### src/rtl/decrypter.sv
// rtl/decrypter.sv - 78-bit ciphertext to 60-bit plaintext decrypter with multi-cycle rotate
// Optional parity comparison: define DECRYPTER_PARITY_CHECK_EN.
module decrypter #(
  parameter int ROT_STEP = 1
) (
  input  logic        Clk,
  input  logic        Rst,
  input  logic        in_valid,
  output logic        in_ready,
  input  logic [77:0] data_to_be_decrypt,
  output logic        out_valid,
  input  logic        out_ready,
  output logic [59:0] output_decrypted,
  output logic        parity_err,
  output logic        busy
);

  localparam logic [5:0] STEP = 6'(ROT_STEP);

  typedef enum logic [2:0] {IDLE, XFORM, ROT, CHECK, DONE} state_t;

  state_t      state, state_nxt;
  logic [77:0] word_q;
  logic [59:0] d_q, d_nxt;
  logic [5:0]  rot_cnt, rot_cnt_nxt;

  logic [5:0]   r6;
  logic [10:0]  r11;
  logic [59:0]  c;
  logic [1:0]   mode;
  logic [59:0]  k60;
  logic [59:0]  a60;
  logic [59:0]  xored;
  logic [59:0]  reversed;
  logic [5:0]   rot_init;
  logic [5:0]   step_amt;
  logic [119:0] rot_wide;

  assign r6   = word_q[77:72];
  assign r11  = word_q[71:61];
  assign c    = word_q[59:0];
  assign mode = r6[1:0];
  assign k60  = {r6, r11, r6, r11, r6, r11, r11[8:0]};
  assign a60  = {43'd0, r6, r11};
  assign xored = c ^ k60;

  always_comb begin
    reversed = '0;
    for (int i = 0; i < 60; i++) begin
      reversed[i] = xored[59-i];
    end
  end

  // R6 is 0..63, so a single conditional subtract gives R6 mod 60
  assign rot_init = (r6 >= 6'd60) ? (r6 - 6'd60) : r6;
  assign step_amt = (rot_cnt < STEP) ? rot_cnt : STEP;
  assign rot_wide = {d_q, d_q} >> step_amt;

  always_comb begin
    state_nxt   = state;
    d_nxt       = d_q;
    rot_cnt_nxt = rot_cnt;
    case (state)
      IDLE: begin
        if (in_valid) state_nxt = XFORM;
      end
      XFORM: begin
        case (mode)
          2'd0:    d_nxt = xored;
          2'd1:    d_nxt = xored;
          2'd2:    d_nxt = c - a60;
          default: d_nxt = reversed;
        endcase
        rot_cnt_nxt = rot_init;
        state_nxt   = (mode == 2'd1 && rot_init != 6'd0) ? ROT : CHECK;
      end
      ROT: begin
        d_nxt       = rot_wide[59:0];
        rot_cnt_nxt = rot_cnt - step_amt;
        if (rot_cnt == step_amt) state_nxt = CHECK;
      end
      CHECK: begin
        state_nxt = DONE;
      end
      DONE: begin
        if (out_ready) state_nxt = IDLE;
      end
      default: state_nxt = IDLE;
    endcase
  end

  always_ff @(posedge Clk) begin
    if (Rst) begin
      state   <= IDLE;
      d_q     <= '0;
      rot_cnt <= '0;
      word_q  <= '0;
    end else begin
      state   <= state_nxt;
      d_q     <= d_nxt;
      rot_cnt <= rot_cnt_nxt;
      if (state == IDLE && in_valid) word_q <= data_to_be_decrypt;
    end
  end

`ifdef DECRYPTER_PARITY_CHECK_EN
  logic parity_err_reg;

  always_ff @(posedge Clk) begin
    if (Rst) begin
      parity_err_reg <= 1'b0;
    end else if (state == CHECK) begin
      parity_err_reg <= (^d_q) != word_q[60];
    end
  end

  assign parity_err = parity_err_reg & (state == DONE);
`else
  // The P bit only feeds the comparison, which is not built here
  logic unused_parity_bit;
  assign unused_parity_bit = word_q[60];
  assign parity_err        = 1'b0;
`endif

  assign in_ready         = (state == IDLE);
  assign busy             = (state != IDLE);
  assign out_valid        = (state == DONE);
  assign output_decrypted = d_q;

endmodule
### config.mk
export PLATFORM = sky130hd
export DESIGN_NAME = decrypter
export DESIGN_NICKNAME = d
export VERILOG_FILES = /design/src/rtl/decrypter.sv
export SDC_FILE = /design/constraint.sdc
export NUM_CORES = 1
export LEC_CHECK = 0
export BUFFER_PORTS_ARGS = -buffer_cell sky130_fd_sc_hd__buf_2
export CORE_UTILIZATION = 35
export CTS_CLUSTER_SIZE = 28
export DETAILED_ROUTE_END_ITERATION = 6
export HOLD_SLACK_MARGIN = 0.1
export PLACE_DENSITY_LB_ADDON = 0.08
export SYNTH_ARGS = -nofsm -noshare
export SYNTH_HDL_FRONTEND = slang
export SYNTH_SLANG_ARGS = --single-unit
### constraint.sdc
create_clock -name Clk -period 4.1 [get_ports Clk]
set_input_delay 0.41 -clock Clk [delete_from_list [all_inputs] [get_ports Clk]]
set_output_delay 0.41 -clock Clk [all_outputs]
set_load 0.01 [all_outputs]
==> flow_summary.yaml, run 1 <==
yosys:
  mean_syn_cell_area_um2: 7.31
  ys_dominant_reg_cell: "sky130_fd_sc_hd__dfxtp_1"
  synthDistinctLibCells: 69
  yosys.area.top_type: "sky130_fd_sc_hd__dfxtp_1"
  synth_area_mm2: 0.00895
  seq_area_frac_synth_pct: 32.7
  synthesis.yosys.warnings: 0
  synth_enable_flop_cells: 0
  postSynthRegisterBits: 146
  synth_nets: 1329
  synth_top_cell_area_share_pct: 32.7
  netlist_instances: 1223
  synth_area_leaders: "sky130_fd_sc_hd__dfxtp_1 (33%), sky130_fd_sc_hd__nand2_1 (8.4%), sky130_fd_sc_hd__a21oi_1 (8.1%)"
  async_flop_share_pct: 0
grt:
  overflow: 0
  grt_first_pass_wirelength_mm: 54.3
  number_of_antenna_violations_at_the_first_check_in_global_routing: 1
  groute.usage.overall_pct: 27.5
  grt_pass1_vias: 8719
  grt_start_max_net_pins: 72
final_layout:
  num-nets-final: 1426
  antennaDiodeCount: 0
  synthToLayoutAreaGrowth_pct: 18.8
  num-fill-cells: 2683
  post_route_cells_drive_above_1_share_pct: 18.4
  design_area_mm2: 0.0106
floorplan:
  dieHeight_um: 162
  floorplan.die.width_um: 162
  placementRows: 58
  start_util_pct: 35.6
  pin_count: 146
  die_area_mm2: 0.0262
  core-area_mm2: 0.0251
clock_network:
  cts_max_level: 4
  clkLatencyLatePin_ns: 0.44
  tritoncts.num_buffers: 17
  clkTransAtPathRegs_ns: 0.07
  post-cts-setup-buffers: 0
  cts_tree: "done"
  total_of_hold_buffers_inserted_after_clock_tree_synthesis: 0
  cts.path.max_buffers: 2
  postCtsResizedCells: 0
  total_number_of_clock_tree_sinks: 146
  root_buffer: "sky130_fd_sc_hd__clkbuf_16"
critical_path:
  crit_chain: "nor4_1 -> nand3b_1 -> or4b_1 -> or4_4 -> nor4_4 -> nand2b_1 -> xnor2_1 -> a32o_1"
  crit_path_start_kind: "flip-flop"
  worstSetupEndpointType: "flip-flop"
  cp_slowest_cell: "sky130_fd_sc_hd__or4b_1"
  cell_family_contributing_the_most_delay_on_the_critical_path: "simple AND/OR/NAND/NOR gates"
  critPathMaxStageDelay_ns: 0.74
  timing.critical_path.fanout_max: 8
  ff2ff_setup_slack_ns: 0.48
  crit_path_start: "word_q[27]"
  reg2reg_to: "output_decrypted[56]"
  worst_ep_arrival_time_ns: 3.94
  timing.critical_path.required_ns: 4.41
  worst_r2r_path_depth: 8
  worstPathBufferInverterCount: 0
  worst_r2r_startpoint: "word_q[27]"
  critical_path_class: "reg -> reg"
route:
  drt_first_pass_iters: 5
  viasPerCell: 5.71
  drt_iter0_markers: 833
  total_drc_errors_in_the_routed_layout: 0
  detail-route-antenna-nets: 0
  vias: 9503
  finalWirelength_mm: 35.3
  avgRoutedWirePerCell_um: 21.2
timing:
  setup-tns-final_ns: 0
  setup_violations: 0
  clock.fmax_ghz: 0.276
  number_of_endpoints_with_negative_hold_slack_in_the_final_report: 0
  slew-limit-headroom_pct: 24.9
  worst-slew-pin-transition_ns: 1.12
  fin_skew_ns: 0.0154
  timing.final.crit_share_pct: 88.3
  setup_repair_after_global_routing_missed_its_margin: "false"
  finalWorstPathRequiredPeriod_ns: 3.62
  report.final.slew_viol_count: 0
  min_setup_slack_post_route_ns: 0.479
  final.hold.worst_slack_ns: 0.203
min_path:
  holdPathStages: 3
  min-delay-path-class: "in -> reg"
  holdCritStartpoint: "data_to_be_decrypt[33]"
  whs_endpoint: "word_q[33]"
outcome:
  status: "complete, no violations"
place:
  placement.setup.worst_slack_ns: 0.565
  dpl.hpwl_mm: 25.9
  detailed_place.area_mm2: 0.0100
  numPortBuffers: 143
  place_congestion: 0.950
pwr:
  power-per-cell-area_mw_per_mm2: 578
  peakVddDrop_v: 0.000226
  leakage_power_figure_nw: 4.28
  power_after_layout_mw: 6.14
job:
  cap_viol_max_count: 0
[final cells by class]
class	count	area, um^2	share of cell area (%)
multi-input cells	937	5500	51.8
repair buffers	192	1090	10.2
inverters	26	97.6	0.918
well taps	330	413	3.89
clock buffers	18	439	4.13
flip-flops and latches	146	2920	27.5
clock inverters	14	166	1.57
[sequential cells by signal, summed over array words and instances (netlist names)]
name,flops
word_q,77
state,3
output_decrypted,60
rot_cnt,6
[synth_stat cells (5+ instances only)]
| library cell | n |
|---|---|
| sky130_fd_sc_hd__o21a_1 | 9 |
| sky130_fd_sc_hd__a2111oi_0 | 5 |
| sky130_fd_sc_hd__nand4_1 | 7 |
| sky130_fd_sc_hd__o21ai_0 | 48 |
| sky130_fd_sc_hd__o22ai_1 | 25 |
| sky130_fd_sc_hd__a21o_1 | 5 |
| sky130_fd_sc_hd__a31oi_1 | 14 |
| sky130_fd_sc_hd__inv_1 | 25 |
| sky130_fd_sc_hd__o31a_1 | 7 |
| sky130_fd_sc_hd__nand3_1 | 11 |
| sky130_fd_sc_hd__or3_1 | 24 |
| sky130_fd_sc_hd__a221oi_1 | 6 |
| sky130_fd_sc_hd__o221ai_1 | 31 |
| sky130_fd_sc_hd__nor2_1 | 97 |
| sky130_fd_sc_hd__xnor2_1 | 55 |
| sky130_fd_sc_hd__nor4_1 | 35 |
| sky130_fd_sc_hd__mux2i_1 | 8 |
| sky130_fd_sc_hd__or4_1 | 7 |
| sky130_fd_sc_hd__dfxtp_1 | 146 |
| sky130_fd_sc_hd__clkbuf_1 | 103 |
| sky130_fd_sc_hd__nand2b_1 | 5 |
| sky130_fd_sc_hd__a211oi_1 | 14 |
| sky130_fd_sc_hd__nand2_1 | 200 |
| sky130_fd_sc_hd__o211ai_1 | 8 |
| sky130_fd_sc_hd__nor3_1 | 58 |
| sky130_fd_sc_hd__o31ai_1 | 5 |
| sky130_fd_sc_hd__buf_1 | 7 |
| sky130_fd_sc_hd__ha_1 | 23 |
| sky130_fd_sc_hd__xor2_1 | 25 |
| sky130_fd_sc_hd__a21oi_1 | 144 |
[layout by cell type, fill, tap and decap left out, drive strengths merged, types with 7 or more instances in the layout]
cell and n:
nor3 58, nor2 97, o21a 9, o31a 7, clkbuf 18, ha 23, xnor2 55, a31oi 14
o21ai 50, xor2 25, buf 192, or4 8, nand2 200, o221ai 31, o22ai 25, mux2i 8
nor4 37, a211oi 14, o211ai 8, or3 24, inv 34, dfxtp 146, a21oi 144, nand4 7
nand3 11
[worst register-to-register path, cell delays in order (launching register included)]
cell and delay [ns]:
sky130_fd_sc_hd__dfxtp_1 0.39, sky130_fd_sc_hd__nor4_1 0.48, sky130_fd_sc_hd__nand3b_1 0.36, sky130_fd_sc_hd__or4b_1 0.74, sky130_fd_sc_hd__or4_4 0.56, sky130_fd_sc_hd__nor4_4 0.44
sky130_fd_sc_hd__nand2b_1 0.13, sky130_fd_sc_hd__xnor2_1 0.14, sky130_fd_sc_hd__a32o_1 0.26
[worst max-delay path by stage]
| stage | end | slack, ns | depth (start not counted) |
|---|---|---|---|
| floorplan | output_decrypted[26] | 0.87 | 12 |
| global placement | output_decrypted[56] | 0.60 | 8 |
| detailed placement | output_decrypted[56] | 0.57 | 8 |
| CTS | output_decrypted[56] | 0.52 | 8 |
| global route | output_decrypted[56] | 0.27 | 8 |
| finish | output_decrypted[56] | 0.48 | 8 |
[power breakdown]
part / total [mW] / leakage (nW) / switching [mW] / internal, mW
logic: 2.52 / 2.78 / 1.55 / 0.971
registers: 1.96 / 1.20 / 0.299 / 1.66
clock network: 1.66 / 0.294 / 0.725 / 0.937
total: 6.14 / 4.28 / 2.58 / 3.57
[per-stage QoR]
| step | utilization, % | cells |
|---|---|---|
| after global routing | 42.3 | 1663 |
| after floorplan | - | 1223 |
| after detailed placement | 39.9 | 1631 |
| after CTS | 42.3 | 1663 |
| after global placement | 39.9 | 1631 |
| final | 42.3 | 1663 |
[cell families (layout without fill, tap and decap cells)]
group	count (synthesis)	after routing	share of synthesized area (%)
AO/OA/AOI/OAI	346	346	24.2
XOR/XNOR	80	80	7.83
adder cells (fa/ha/maj)	24	24	3.44
buffers and inverters	140	250	5.99
flip-flops	146	146	32.7
multiplexers	9	9	1.02
other	1	1	0.0419
AND/OR/NAND/NOR	477	477	24.8
[per-layer routing]
| layer | GRT usage, % | routed length, um |
|---|---|---|
| met5 | 0 | 16 |
| met4 | 8.32 | 810 |
| met3 | 6.00 | 2780 |
| met2 | 39.7 | 14800 |
| met1 | 40.3 | 16900 |
Note: power is estimated with default switching activity, not from simulation.
==> inputs of run 2 (changes only) <==
--- a/config.mk
+++ b/config.mk
@@ -10,6 +10,7 @@
 export CTS_CLUSTER_SIZE = 28
 export DETAILED_ROUTE_END_ITERATION = 6
 export HOLD_SLACK_MARGIN = 0.1
+export MAX_ROUTING_LAYER = met4
 export PLACE_DENSITY_LB_ADDON = 0.08
 export SYNTH_ARGS = -nofsm -noshare
 export SYNTH_HDL_FRONTEND = slang
==> flow_summary.yaml, run 2 (synthesis gave the netlist of run 1 again) <==
final_layout:
  antennaDiodeCount: 0
  post_route_cells_drive_above_1_share_pct: 18.3
  largest_register_ff_count: 77
  synthToLayoutAreaGrowth_pct: 18.5
  regMostFlops: "word_q"
  final_cell_count_no_fill: 1661
  most_common_cell_after_layout_fill_and_taps_aside: "sky130_fd_sc_hd__nand2_1"
  design_area_mm2: 0.0106
  layout_common_cells: "sky130_fd_sc_hd__nand2_1 (199), sky130_fd_sc_hd__dfxtp_1 (145), sky130_fd_sc_hd__a21oi_1 (144)"
  num-nets-final: 1425
  postLayoutCoreUtil_pct: 42.2
timing:
  timing.final.crit_share_pct: 86.7
  report.final.slew_viol_count: 0
  min_setup_slack_post_route_ns: 0.545
  worst-slew-pin-transition_ns: 0.906
  slew-limit-headroom_pct: 39.5
  finalWorstPathRequiredPeriod_ns: 3.55
  setup_repair_after_global_routing_missed_its_margin: "false"
  final.hold.worst_slack_ns: 0.201
  number_of_endpoints_with_negative_hold_slack_in_the_final_report: 0
  clock.fmax_ghz: 0.281
  setup_violations: 0
  setup-tns-final_ns: 0
  fin_skew_ns: 0.0126
clock_network:
  cts_max_level: 4
  root_buffer: "sky130_fd_sc_hd__clkbuf_16"
  total_of_hold_buffers_inserted_after_clock_tree_synthesis: 0
  clkLatencyLatePin_ns: 0.44
  cts_tree: "done"
  cts.path.max_buffers: 2
  tritoncts.num_buffers: 17
  postCtsResizedCells: 0
  clkTransAtPathRegs_ns: 0.07
  total_number_of_clock_tree_sinks: 146
  post-cts-setup-buffers: 0
floorplan:
  die_area_mm2: 0.0262
  dieHeight_um: 162
  placementRows: 58
  floorplan.die.width_um: 162
  core-area_mm2: 0.0251
  start_util_pct: 35.6
  pin_count: 146
route:
  vias: 9497
  finalWirelength_mm: 35.5
  avgRoutedWirePerCell_um: 21.4
  detail-route-antenna-nets: 0
  drt_iter0_markers: 910
  total_drc_errors_in_the_routed_layout: 0
  drt_first_pass_iters: 5
  viasPerCell: 5.72
grt:
  number_of_antenna_violations_at_the_first_check_in_global_routing: 0
  grt_pass1_vias: 8637
  groute.usage.overall_pct: 28.1
  overflow: 0
  grt_first_pass_wirelength_mm: 53.9
  grt_start_max_net_pins: 72
place:
  numPortBuffers: 143
  place_congestion: 0.964
  number_of_placed_instances_with_taps_included: 1630
  placement.setup.worst_slack_ns: 0.547
  detailed_place.area_mm2: 0.0100
  dpl.hpwl_mm: 26.0
critical_path:
  critical_path_class: "reg -> reg"
  crit_chain: "nor4_1 -> nand3b_1 -> or4b_1 -> or4_4 -> nor4_4 -> nand2b_1 -> xnor2_1 -> a32o_1"
  crit_path_start: "word_q[26]"
  worst_r2r_startpoint: "word_q[26]"
  cp_slowest_cell: "sky130_fd_sc_hd__or4b_1"
  worstSetupEndpointType: "flip-flop"
  timing.critical_path.fanout_max: 8
  critPathMaxStageDelay_ns: 0.74
  worst_ep_arrival_time_ns: 3.88
  timing.critical_path.required_ns: 4.42
  crit_path_start_kind: "flip-flop"
pwr:
  power_after_layout_mw: 6.09
  power-per-cell-area_mw_per_mm2: 574
  peakVddDrop_v: 0.000344
  leakage_power_figure_nw: 4.25
min_path:
  holdCritStartpoint: "data_to_be_decrypt[30]"
  min-delay-path-class: "in -> reg"
job:
  cap_viol_max_count: 0
outcome:
  status: "complete, no violations"
## run 2: final timing paths
| check | end | slack, ns | depth (start not counted) |
|---|---|---|---|
| worst max-delay path | output_decrypted[56] | 0.55 | 8 |
| worst min-delay path | word_q[30] | 0.20 | 3 |
| worst max register to register | output_decrypted[56] | 0.55 | 8 |
| worst min register to register | word_q[4] | 0.46 | 2 |
## run 2: layout make-up
class	count	area, um^2
Clock buffer	18	439
Clock inverter	13	151
Fill cell	2723	14500
Inverter	26	97.6
Multi-Input combinational cell	937	5500
Sequential cell	146	2920
Tap cell	330	413
Timing Repair Buffer	191	1080
## run 2: routing by layer
metal / vias to the layer above / GRT usage, % / share of wire (%)
met4: 0 / 8.23 / 2.3
met3: 47 / 3.55 / 6.1
li1: 4563 / - / -
met2: 324 / 39.6 / 42
met1: 4563 / 41.2 / 50
met5: - / - / 0
## run 2: worst max-delay path: cells and delay by family (launching register included)
kind / cells / cell delay (ns)
flip-flops: 1 / 0.39
AO/OA/AOI/OAI: 1 / 0.25
XOR/XNOR: 1 / 0.14
AND/OR/NAND/NOR: 6 / 2.66
## run 2: where the power goes
| group | internal [mW] | switching (mW) |
|---|---|---|
| sequential | 1.66 | 0.293 |
| combinational | 0.964 | 1.55 |
| clock | 0.919 | 0.704 |
==> inputs of run 3 (changes only) <==
--- a/config.mk
+++ b/config.mk
@@ -5,13 +5,16 @@
 export SDC_FILE = /design/constraint.sdc
 export NUM_CORES = 1
 export LEC_CHECK = 0
+export ABC_AREA = 1
 export BUFFER_PORTS_ARGS = -buffer_cell sky130_fd_sc_hd__buf_2
 export CORE_UTILIZATION = 35
 export CTS_CLUSTER_SIZE = 28
 export DETAILED_ROUTE_END_ITERATION = 6
+export GPL_ROUTABILITY_DRIVEN = 0
 export HOLD_SLACK_MARGIN = 0.1
 export MAX_ROUTING_LAYER = met4
 export PLACE_DENSITY_LB_ADDON = 0.08
+export SLEW_MARGIN = 10
 export SYNTH_ARGS = -nofsm -noshare
 export SYNTH_HDL_FRONTEND = slang
 export SYNTH_SLANG_ARGS = --single-unit
==> flow_summary.yaml, run 3 <==
critical_path:
  crit_path_start_kind: "flip-flop"
  ff2ff_setup_slack_ns: 1.07
  cp_slowest_cell: "sky130_fd_sc_hd__dfxtp_1"
  worst_ep_arrival_time_ns: 3.36
  crit_chain: "inv_1 -> ha_1 -> a21oi_1 -> nand2_1 -> nor2_2 -> nand2_1 -> nor2_1 -> nand3_1 -> nand3_1 -> nand2_1 -> a21oi_1 -> nor2_1"
  critPathMaxStageDelay_ns: 0.66
  worst_r2r_path_depth: 12
  timing.critical_path.fanout_max: 7
  crit_path_start: "word_q[77]"
  timing.critical_path.required_ns: 4.43
  worst_setup_ep: "output_decrypted[45]"
  crit_top_cell: "sky130_fd_sc_hd__nand2_1"
  critical_path_class: "reg -> reg"
  reg2reg_to: "output_decrypted[45]"
  worstSetupEndpointType: "flip-flop"
  worst_r2r_startpoint: "word_q[77]"
timing:
  slew-limit-headroom_pct: 43.2
  timing.final.crit_share_pct: 73.8
  report.final.slew_viol_count: 0
  setup_violations: 0
  worst-slew-pin-transition_ns: 0.852
  setup-tns-final_ns: 0
  min_setup_slack_post_route_ns: 1.07
  clock.fmax_ghz: 0.330
  finalWorstPathRequiredPeriod_ns: 3.03
  number_of_endpoints_with_negative_hold_slack_in_the_final_report: 0
  setup_repair_after_global_routing_missed_its_margin: "false"
  fin_skew_ns: 0.0150
  final.hold.worst_slack_ns: 0.239
route:
  avgRoutedWirePerCell_um: 19.0
  viasPerCell: 5.34
  detail-route-antenna-nets: 0
  finalWirelength_mm: 44.7
  vias: 12500
  total_drc_errors_in_the_routed_layout: 8
  drt_iter0_markers: 1343
  drt_first_pass_iters: 7
pwr:
  power-per-cell-area_mw_per_mm2: 861
  peakVddDrop_v: 0.000485
  leakage_power_figure_nw: 6.12
grt:
  overflow: 0
  grt_pass1_vias: 11300
  grt_start_max_net_pins: 108
  grt_first_pass_wirelength_mm: 67.2
  groute.usage.overall_pct: 29.1
  number_of_antenna_violations_at_the_first_check_in_global_routing: 0
yosys:
  postSynthRegisterBits: 146
  synthDistinctLibCells: 39
  synth_area_leaders: "sky130_fd_sc_hd__dfxtp_1 (27%), sky130_fd_sc_hd__nand2_1 (15%), sky130_fd_sc_hd__o21ai_0 (11%)"
  netlist_instances: 1858
  synth_enable_flop_cells: 0
  mean_syn_cell_area_um2: 5.90
  seq_area_frac_synth_pct: 26.6
  yosys.area.top_type: "sky130_fd_sc_hd__dfxtp_1"
  synthesis.yosys.warnings: 0
  synth_common_cells: "sky130_fd_sc_hd__nand2_1 (440), sky130_fd_sc_hd__o21ai_0 (235), sky130_fd_sc_hd__inv_1 (223), sky130_fd_sc_hd__nor2_1 (196), sky130_fd_sc_hd__a21oi_1 (169)"
  synth.most_common_cell: "sky130_fd_sc_hd__nand2_1"
  synth_top_cell_area_share_pct: 26.6
  synth_nets: 1964
  synth_area_mm2: 0.0110
  async_flop_share_pct: 0
  ys_dominant_reg_cell: "sky130_fd_sc_hd__dfxtp_1"
outcome:
  violations: "DRC"
  status: "complete, but fails checks"
clock_network:
  cts.path.max_buffers: 2
  tritoncts.num_buffers: 17
  total_of_hold_buffers_inserted_after_clock_tree_synthesis: 0
  postCtsResizedCells: 0
  post-cts-setup-buffers: 0
  cts_max_level: 4
  clkLatencyLatePin_ns: 0.44
  root_buffer: "sky130_fd_sc_hd__clkbuf_16"
  total_number_of_clock_tree_sinks: 146
  cts_tree: "done"
  clkTransAtPathRegs_ns: 0.06
min_path:
  min-delay-path-class: "in -> reg"
final_layout:
  largest_register_ff_count: 77
  final_cell_count_no_fill: 2349
  regMostFlops: "word_q"
  num-nets-final: 2047
  synthToLayoutAreaGrowth_pct: 14.1
  post_route_cells_drive_above_1_share_pct: 11.2
  antennaDiodeCount: 0
  layout_common_cells: "sky130_fd_sc_hd__nand2_1 (438), sky130_fd_sc_hd__o21ai_0 (235), sky130_fd_sc_hd__inv_1 (221)"
  num-fill-cells: 3451
  most_common_cell_after_layout_fill_and_taps_aside: "sky130_fd_sc_hd__nand2_1"
floorplan:
  start_util_pct: 35.7
  core-area_mm2: 0.0307
  die_area_mm2: 0.0321
  dieHeight_um: 179
  floorplan.die.width_um: 179
  placementRows: 64
  pin_count: 146
place:
  numPortBuffers: 143
  placement.setup.worst_slack_ns: 1.16
  dpl.hpwl_mm: 34.3
  number_of_placed_instances_with_taps_included: 2318
job:
  cap_viol_max_count: 0
run 3: cell count changes after synthesis, sizes merged, moves of 37 or more:
cell and delta:
nand2 +245, inv +203, o21ai +191, nand3 +139
nor2 +108, nor3 -52, xnor2 -51, clkbuf -41
nor4 -37
run 3: through the flow:
| step | cell area, um^2 | power [mW] | util [%] |
|---|---|---|---|
| after global placement | 12000 | 9.07 | 38.9 |
| after floorplan | 11000 | 6.94 | - |
| after CTS | 12500 | 10.7 | 40.7 |
| after global routing | 12500 | 11.7 | 40.7 |
| after detailed placement | 12000 | 9.11 | 38.9 |
| final | 12500 | 10.8 | 40.7 |
run 3: how the worst min path moves through the flow:
stage | start | to | depth (start not counted)
3_3_place_gp | word_q[2] | word_q[2] | 2
2_1_floorplan | word_q[0] | word_q[0] | 2
4_1_cts | data_to_be_decrypt[47] | word_q[47] | 3
5_1_grt | data_to_be_decrypt[47] | word_q[47] | 3
6_report | data_to_be_decrypt[47] | word_q[47] | 3
3_5_place_dp | word_q[6] | word_q[6] | 2
run 3: layout make-up:
| class | instances | area, um^2 | share of cell area (%) |
|---|---|---|---|
| Clock inverter | 9 | 108 | 0.860 |
| Sequential cell | 146 | 2920 | 23.4 |
| Multi-Input combinational cell | 1388 | 6810 | 54.4 |
| Tap cell | 396 | 495 | 3.96 |
| Timing Repair Buffer | 159 | 861 | 6.88 |
| Clock buffer | 22 | 454 | 3.63 |
| Inverter | 229 | 860 | 6.87 |
run 3: kinds of logic after synthesis:
logic type | count (synthesis) | synth area share [%]
other | 1 | 0.0342
buffers and inverters | 324 | 11.4
AND/OR/NAND/NOR | 845 | 32.3
flip-flops | 146 | 26.6
AO/OA/AOI/OAI | 466 | 22.7
XOR/XNOR | 52 | 4.15
adder cells (fa/ha/maj) | 24 | 2.81
run 3: critical path, delay by kind of cell, from the launching register on:
family | cells | cell delay, ns
flip-flops | 1 | 0.66
adder cells (fa/ha/maj) | 1 | 0.43
AND/OR/NAND/NOR | 8 | 1.18
buffers and inverters | 1 | 0.20
AO/OA/AOI/OAI | 2 | 0.45
run 3: per-layer routing:
metal / vias to the layer above / track usage, % / share of wire [%]
li1: 6233 / - / -
met1: 5740 / 37.5 / 45
met2: 460 / 44.1 / 44
met3: 102 / 3.82 / 5.9
met4: 0 / 15.0 / 5.0
met5: - / - / 0
run 3: power breakdown:
group          total, mW  internal [mW]  switching, mW
Sequential          2.58           1.89          0.698
Combinational       6.63           1.97           4.66
Clock               1.56          0.908          0.657
Total               10.8           4.76           6.01
